### src/rtl/if_pkg.sv
// if_pkg: shared fetch-stage types and constants for the IF2->ID1 pair generator.
package if_pkg;
  typedef enum logic [1:0] {IDLE, REQ, WAIT} fetch_state_e;
  localparam logic [31:0] RESET_PC_DEF = 32'h1C00_0000;
  localparam logic [1:0] VALID_NONE = 2'b00;
  localparam logic [1:0] VALID_ONE = 2'b10;
  localparam logic [1:0] VALID_TWO = 2'b11;
endpackage

### src/rtl/fetch_pair_gen.sv
// fetch_pair_gen: issues aligned ICache fetches and emits PC/IR pairs into the instruction buffer.
module fetch_pair_gen
  import if_pkg::*;
#(
  parameter logic [31:0] RESET_PC = RESET_PC_DEF
) (
  input  logic        clk,
  input  logic        rst,
  input  logic        i_buf_full,
  input  logic        i_flush_BR,
  input  logic [31:0] i_br_target,
  output logic        o_ic_req,
  output logic [31:0] o_ic_addr,
  input  logic        i_ic_ready,
  input  logic        i_ic_valid,
  input  logic [63:0] i_ic_data,
  output logic [31:0] o_PC1,
  output logic [31:0] o_IR1,
  output logic [31:0] o_PC2,
  output logic [31:0] o_IR2,
  output logic [1:0]  o_is_valid,
  output logic        o_stall_ICache
);
  fetch_state_e r_state, w_state_nxt;
  logic [31:0] r_pc, w_pc_nxt;
  logic r_drop, w_drop_nxt, w_resp, w_deliver;
  assign o_ic_addr = {r_pc[31:3], 3'b000};
  assign o_stall_ICache = (r_state == WAIT) & ~r_drop;
  always_comb begin
    o_ic_req = (r_state == REQ) & ~i_buf_full;
    w_resp = (r_state == WAIT) & i_ic_valid;
    w_deliver = w_resp & ~r_drop & ~i_flush_BR;
    w_state_nxt = i_flush_BR ? ((r_state == WAIT && !i_ic_valid) ? WAIT : REQ)
                : (r_state == IDLE) ? REQ
                : (r_state == REQ) ? ((o_ic_req && i_ic_ready) ? WAIT : REQ)
                : (i_ic_valid ? REQ : WAIT);
    // a flush that finds the request still in flight must swallow its eventual response
    w_drop_nxt = (i_flush_BR & (r_state == WAIT) & ~i_ic_valid) | (r_drop & ~w_resp);
    w_pc_nxt = i_flush_BR ? {i_br_target[31:2], 2'b00}
             : w_deliver ? r_pc + (r_pc[2] ? 32'd4 : 32'd8)
             : r_pc;
  end
  always_ff @(posedge clk or posedge rst) begin
    if (rst) begin
      r_state <= IDLE;
      r_pc <= RESET_PC;
      r_drop <= 1'b0;
    end else begin
      r_state <= w_state_nxt;
      r_pc <= w_pc_nxt;
      r_drop <= w_drop_nxt;
    end
  end
  always_ff @(posedge clk or posedge rst) begin
    if (rst) begin
      o_is_valid <= VALID_NONE;
      o_PC1 <= '0;
      o_IR1 <= '0;
      o_PC2 <= '0;
      o_IR2 <= '0;
    end else begin
      o_is_valid <= w_deliver ? (r_pc[2] ? VALID_ONE : VALID_TWO) : VALID_NONE;
      if (w_deliver) begin
        o_PC1 <= r_pc;
        o_IR1 <= r_pc[2] ? i_ic_data[63:32] : i_ic_data[31:0];
        if (!r_pc[2]) begin
          o_PC2 <= r_pc + 32'd4;
          o_IR2 <= i_ic_data[63:32];
        end
      end
    end
  end
endmodule

### config.mk
export PLATFORM = sky130hd
export DESIGN_NAME = fetch_pair_gen
export DESIGN_NICKNAME = d
export VERILOG_FILES = /design/src/rtl/if_pkg.sv /design/src/rtl/fetch_pair_gen.sv
export SDC_FILE = /design/constraint.sdc
export NUM_CORES = 1
export LEC_CHECK = 0
export ABC_CLOCK_PERIOD_IN_PS = 6300
export CAP_MARGIN = 10
export CORE_MARGIN = 8
export CORE_UTILIZATION = 45
export DETAILED_ROUTE_END_ITERATION = 8
export DONT_BUFFER_PORTS = 1
export GPL_TIMING_DRIVEN = 0
export PLACE_DENSITY_LB_ADDON = 0.05
export SLEW_MARGIN = 20
export SYNTH_ARGS = -nofsm -noshare
export SYNTH_HDL_FRONTEND = slang
export SYNTH_SLANG_ARGS = --single-unit
### constraint.sdc
create_clock -name clk -period 6.3 [get_ports clk]
set_input_delay 1.26 -clock clk [delete_from_list [all_inputs] [get_ports clk]]
set_output_delay 1.26 -clock clk [all_outputs]
set_load 0.01 [all_outputs]
### Word-level counts from Yosys, hierarchy flattened

Cells that the tools add are included.

| word-level totals | value |
|---|---|
| flip-flop bits (word level) | 165 |
| input bits | 102 |
| output and inout port bits | 164 |
| logic and storage cells | 45 |

| operators by class | value |
|---|---|
| add/subtract/negate cells | 2 |
| eq/ne operators | 2 |
| mux-type cells | 12 |
| bitwise operators | 15 |
| reduce and logical (&&, ||, !) cells | 6 |

Operators with widths:

| operator | count |
|---|---|
| 2-to-1 mux 32 bit | 3 |
| adder 32 x 3 -> 32 bit (second input constant) | 1 |
| adder 32 x 4 -> 32 bit | 1 |
| 2-to-1 mux 2 bit | 7 |
| bitwise AND 1 bit | 8 |
| NOT 1 bit | 6 |
| 2-to-1 mux 4 bit | 1 |
| equality test 2 x 1 -> 1 bit (second input constant) | 1 |
| equality test 2 bit (second input constant) | 1 |
| logical AND 1 bit | 2 |
| zero test 2 bit | 1 |
| AND reduction 2 bit | 1 |
| nonzero test 2 bit | 1 |
| zero test 1 bit | 1 |
| 2-to-1 mux 1 bit | 1 |
| OR 1 bit | 1 |

### Longest topological paths before layout

| depth | value |
|---|---|
| depth in word-level cells | 7 |
| gate-level depth with buffers | 9 |
| gate-level depth less buffers | 6 |

### Worst setup path after synthesis

OpenSTA, ideal clock, no wires.

| path | value |
|---|---|
| kind | register to register |
| start point | reg r_pc[2] |
| end point | reg r_pc[23] |
| library setup time | 0.126 ns |
| data arrival time | 2.801 ns |
| data required time | 6.174 ns |
| setup slack | 3.373 ns |
| cell stages (with the launch flop) | 10 |
| path buffers | 3 |
| clock period less this slack | 2.927 ns |
| path through | dfrtp_1 -> clkbuf_1 -> buf_1 -> inv_1 -> ha_1 -> a21oi_1 -> or4_4 -> buf_6 -> o311a_1 -> a221o_1 |

| on the way | value |
|---|---|
| cells in the longest elaborated chain, start to end | 4 |

Ends and longest elaborated chain:

| element | RTL line | source |
|---|---|---|
| start, declared | fetch_pair_gen.sv:25 | `logic [31:0] r_pc, w_pc_nxt;` |
| start signal, assigned | fetch_pair_gen.sv:50 | `r_pc <= w_pc_nxt;` |
| 2-to-1 mux 4 bit | fetch_pair_gen.sv:40 | `: w_deliver ? r_pc + (r_pc[2] ? 32'd4 : 32'd8)` |
| adder 32 x 4 -> 32 bit * | fetch_pair_gen.sv:40 |  |
| 2-to-1 mux 32 bit * | fetch_pair_gen.sv:40 |  |
| 2-to-1 mux 32 bit * | fetch_pair_gen.sv:39 | `w_pc_nxt = i_flush_BR ? {i_br_target[31:2], 2'b00}` |

Every way passes the cells marked *; elsewhere a longest branch is shown, timed or not. The select of a mux whose other input is x is not followed.
A chain may end at the register's enable or synchronous reset.

### Worst setup path in the final report

Same ends and word-level chain as after synthesis.

==> results_dict.tcl <==
set metrics [dict create \
    final_antenna_net_count 0 \
    fmax_ghz 0.269 \
    tightest_slew_ps 836 \
    postLayoutCoreUtil_pct 51.2 \
    die_h_um 145 \
    drive_above_1_share_pct 10.8 \
    rsz0062_at_grt "false" \
    insertion_delay_ps 420 \
    switchingPower_w 0.000743 \
    r2r_cells 9 \
    critPathLaunchType "register" \
    diodes 0 \
    r2r_end "r_pc[23]" \
    routed_wl_um 23700 \
    cp.required_ps 6600 \
    chipWidth_um 145 \
    core_area_um2 16400 \
    crit_path_end_kind "register" \
    holdBufCountCts 0 \
    final_hold_viol_count 0 \
    clk_pin_slew_worst_paths_ps 60 \
    hpwl_um 17900 \
    path_max_fanout 10 \
    min_to "o_IR1[7]" \
    intPower_w 0.00189 \
    htreeDepth 4 \
    power.leakage_nw 4.04 \
    holdPathStages 2 \
    drcViolationCount 0 \
    min_path_type "register to register" \
    postSynthCellCount 828 \
    combPwrFrac_pct 10.1 \
    gp_congestion 0.860 \
    slew_violations 0 \
    ys.flop_type "dfrtp_1" \
    synth_top_area_share_pct 52.4 \
    tns_ps 0 \
    fin_crit_sh_pct 59.1 \
    portBuffers 0 \
    io_pins 266 \
    start_util_pct 45.4 \
    fin_nets 959 \
    critical_path_class "register to register" \
    synth_enable_flop_cells 0 \
    vias_per_cell 5.45 \
    cts-resized-gates 0 \
    pwr-share-seq_pct 49.0 \
    place_area_um2 7780 \
    arrival_ps 4030 \
    syn_area_per_cell_um2 9.00 \
    pwr-share-clk_pct 40.8 \
    cts_buffer_depth 2 \
    cts_sinks 159 \
    yosysSeqAreaShare_pct 53.4 \
    firstDrtPassIters 5 \
    outcome "completed" \
    cts_setup_buffers 0 \
    ys_ff_latch 159 \
    fill_cells 1579 \
    synth_area_um2 7450 \
    drt_iter0_markers 432 \
    grt_usage_pct 22.5 \
    reg2reg_from "r_pc[2]" \
    dp.cells 1055 \
    fp.dieArea_um2 20900 \
    max_slew_margin_pct 44.3 \
    p_sw_share_pct 28.2 \
    fin_crit_ps 3720 \
    finalSetupViolations 0 \
    numCtsBuffers 17 \
    cts.root.buffer_cell "clkbuf_16" \
    p_per_area_nw_per_um2 314 \
    ys_async_sr_fraction_pct 100 \
    fin_area_um2 8400 \
    routed-via-count 5926 \
    grt_pass1_wl_um 35500 \
    fp-row-count 47 \
    cts_tree "yes" \
    synth.distinct_cells 46 \
    ir_drop_uv 175 \
    yosysTopAreaCell "dfrtp_1" \
    areaGrowthSynthToFinish_pct 12.7 \
    total_power_w 0.00263 \
    synthTopCellsByCount "nand2_1, dfrtp_1, o21ai_0" \
    synth_area_leaders "dfrtp_1, nand2_1, mux2i_1" \
    hp-start "o_IR1[7]" \
    grt_max_degree 87 \
    antenna_found_initial 0 \
    clock-skew-final_ps 7.52 \
    reg2reg_setup_slack_ps 2580 \
    yosysWarnings 0 \
    yosysMostFrequentCell "nand2_1" \
    layout.cells.non_filler 1087 \
    avgRoutedWirePerCell_um 21.8 \
    drv_cap 0 \
    grt_overflow 0 \
    grt_pass1_vias 5923 \
]
[cells in the final DEF (no fill, tap or decap), drive strengths merged, types with 8 or more instances in the layout]
cell type | netlist | layout
a31oi | 10 | 10
buf | 61 | 62
clkbuf | 35 | 55
dfrtp | 156 | 156
inv | 9 | 10
mux2i | 33 | 33
nand2 | 295 | 295
nand3 | 19 | 19
nand4 | 14 | 14
nor2 | 23 | 23
o211ai | 8 | 8
o21ai | 58 | 58
o31ai | 8 | 8
or3 | 11 | 11
or4 | 19 | 19
xnor2 | 12 | 12
[power by group through the flow]
stage,combinational (W),clock (W),sequential [W]
2_1_floorplan,0.000214,0,0.00126
3_3_place_gp,0.000259,0,0.00131
3_5_place_dp,0.000271,0,0.00131
4_1_cts,0.000272,0.00110,0.00130
5_1_grt,0.000305,0.00114,0.00131
6_report,0.000267,0.00108,0.00129
[cell families (layout without fill, tap and decap cells)]
kind of cell             count (synthesis)  count (layout)  share of synthesized area, %
adder cells (fa/ha/maj)                  3               3                         0.504
buffers and inverters                  105             138                          7.47
AO/OA/AOI/OAI                          102             102                          8.14
multiplexers                            33              33                          4.43
AND/OR/NAND/NOR                        408             408                          24.0
flip-flops                             159             159                          53.4
XOR/XNOR                                17              17                          2.00
other                                    1               7                        0.0503
[sequential cells by signal, indices dropped and copies added, names as in the netlist]
signal      flops
r_pc           30
r_drop          1
o_IR2          32
r_state         2
o_PC1          30
o_is_valid      2
o_IR1          32
o_PC2          30
[worst max-delay path: stages (launching register included)]
cell	delay [ps]
dfrtp_1	380
clkbuf_1	630
buf_1	700
inv_1	160
ha_1	380
a21oi_1	130
or4_4	510
buf_6	160
o311a_1	300
a221o_1	260
[worst max path at each step]
stage / to / start
global placement: o_IR2[18] / rst
floorplan: o_IR1[0] / rst
global route: r_pc[23] / r_pc[2]
CTS: r_pc[23] / r_pc[2]
finish: r_pc[23] / r_pc[2]
detailed placement: o_PC1[3] / i_flush_BR
[stage by stage]
stage                     setup WS [ps]  hold slack [ps]
final                              2580              553
after global routing               2370              574
after CTS                          2540              554
after detailed placement           2440              541
after global placement             -969              522
after floorplan                     753              490
[layer usage]
layer,vias up,routed length (µm),GRT usage (%)
met1,2845,9290,27.3
met3,23,2690,7.48
met4,0,331,6.41
met2,275,11400,37.5
li1,2783,-,-
met5,-,0,0
[layout make-up]
cell class / count / area, µm² / area share [%]
plain buffers: 96 / 523 / 6.22
repair buffers: 1 / 27.5 / 0.328
well taps: 220 / 275 / 3.28
flip-flops and latches: 159 / 3980 / 47.4
inverters: 9 / 41.3 / 0.491
multi-input cells: 570 / 2940 / 34.9
clock buffers: 20 / 457 / 5.44
clock inverters: 12 / 160 / 1.91
Power figures use the tool's default switching activity.
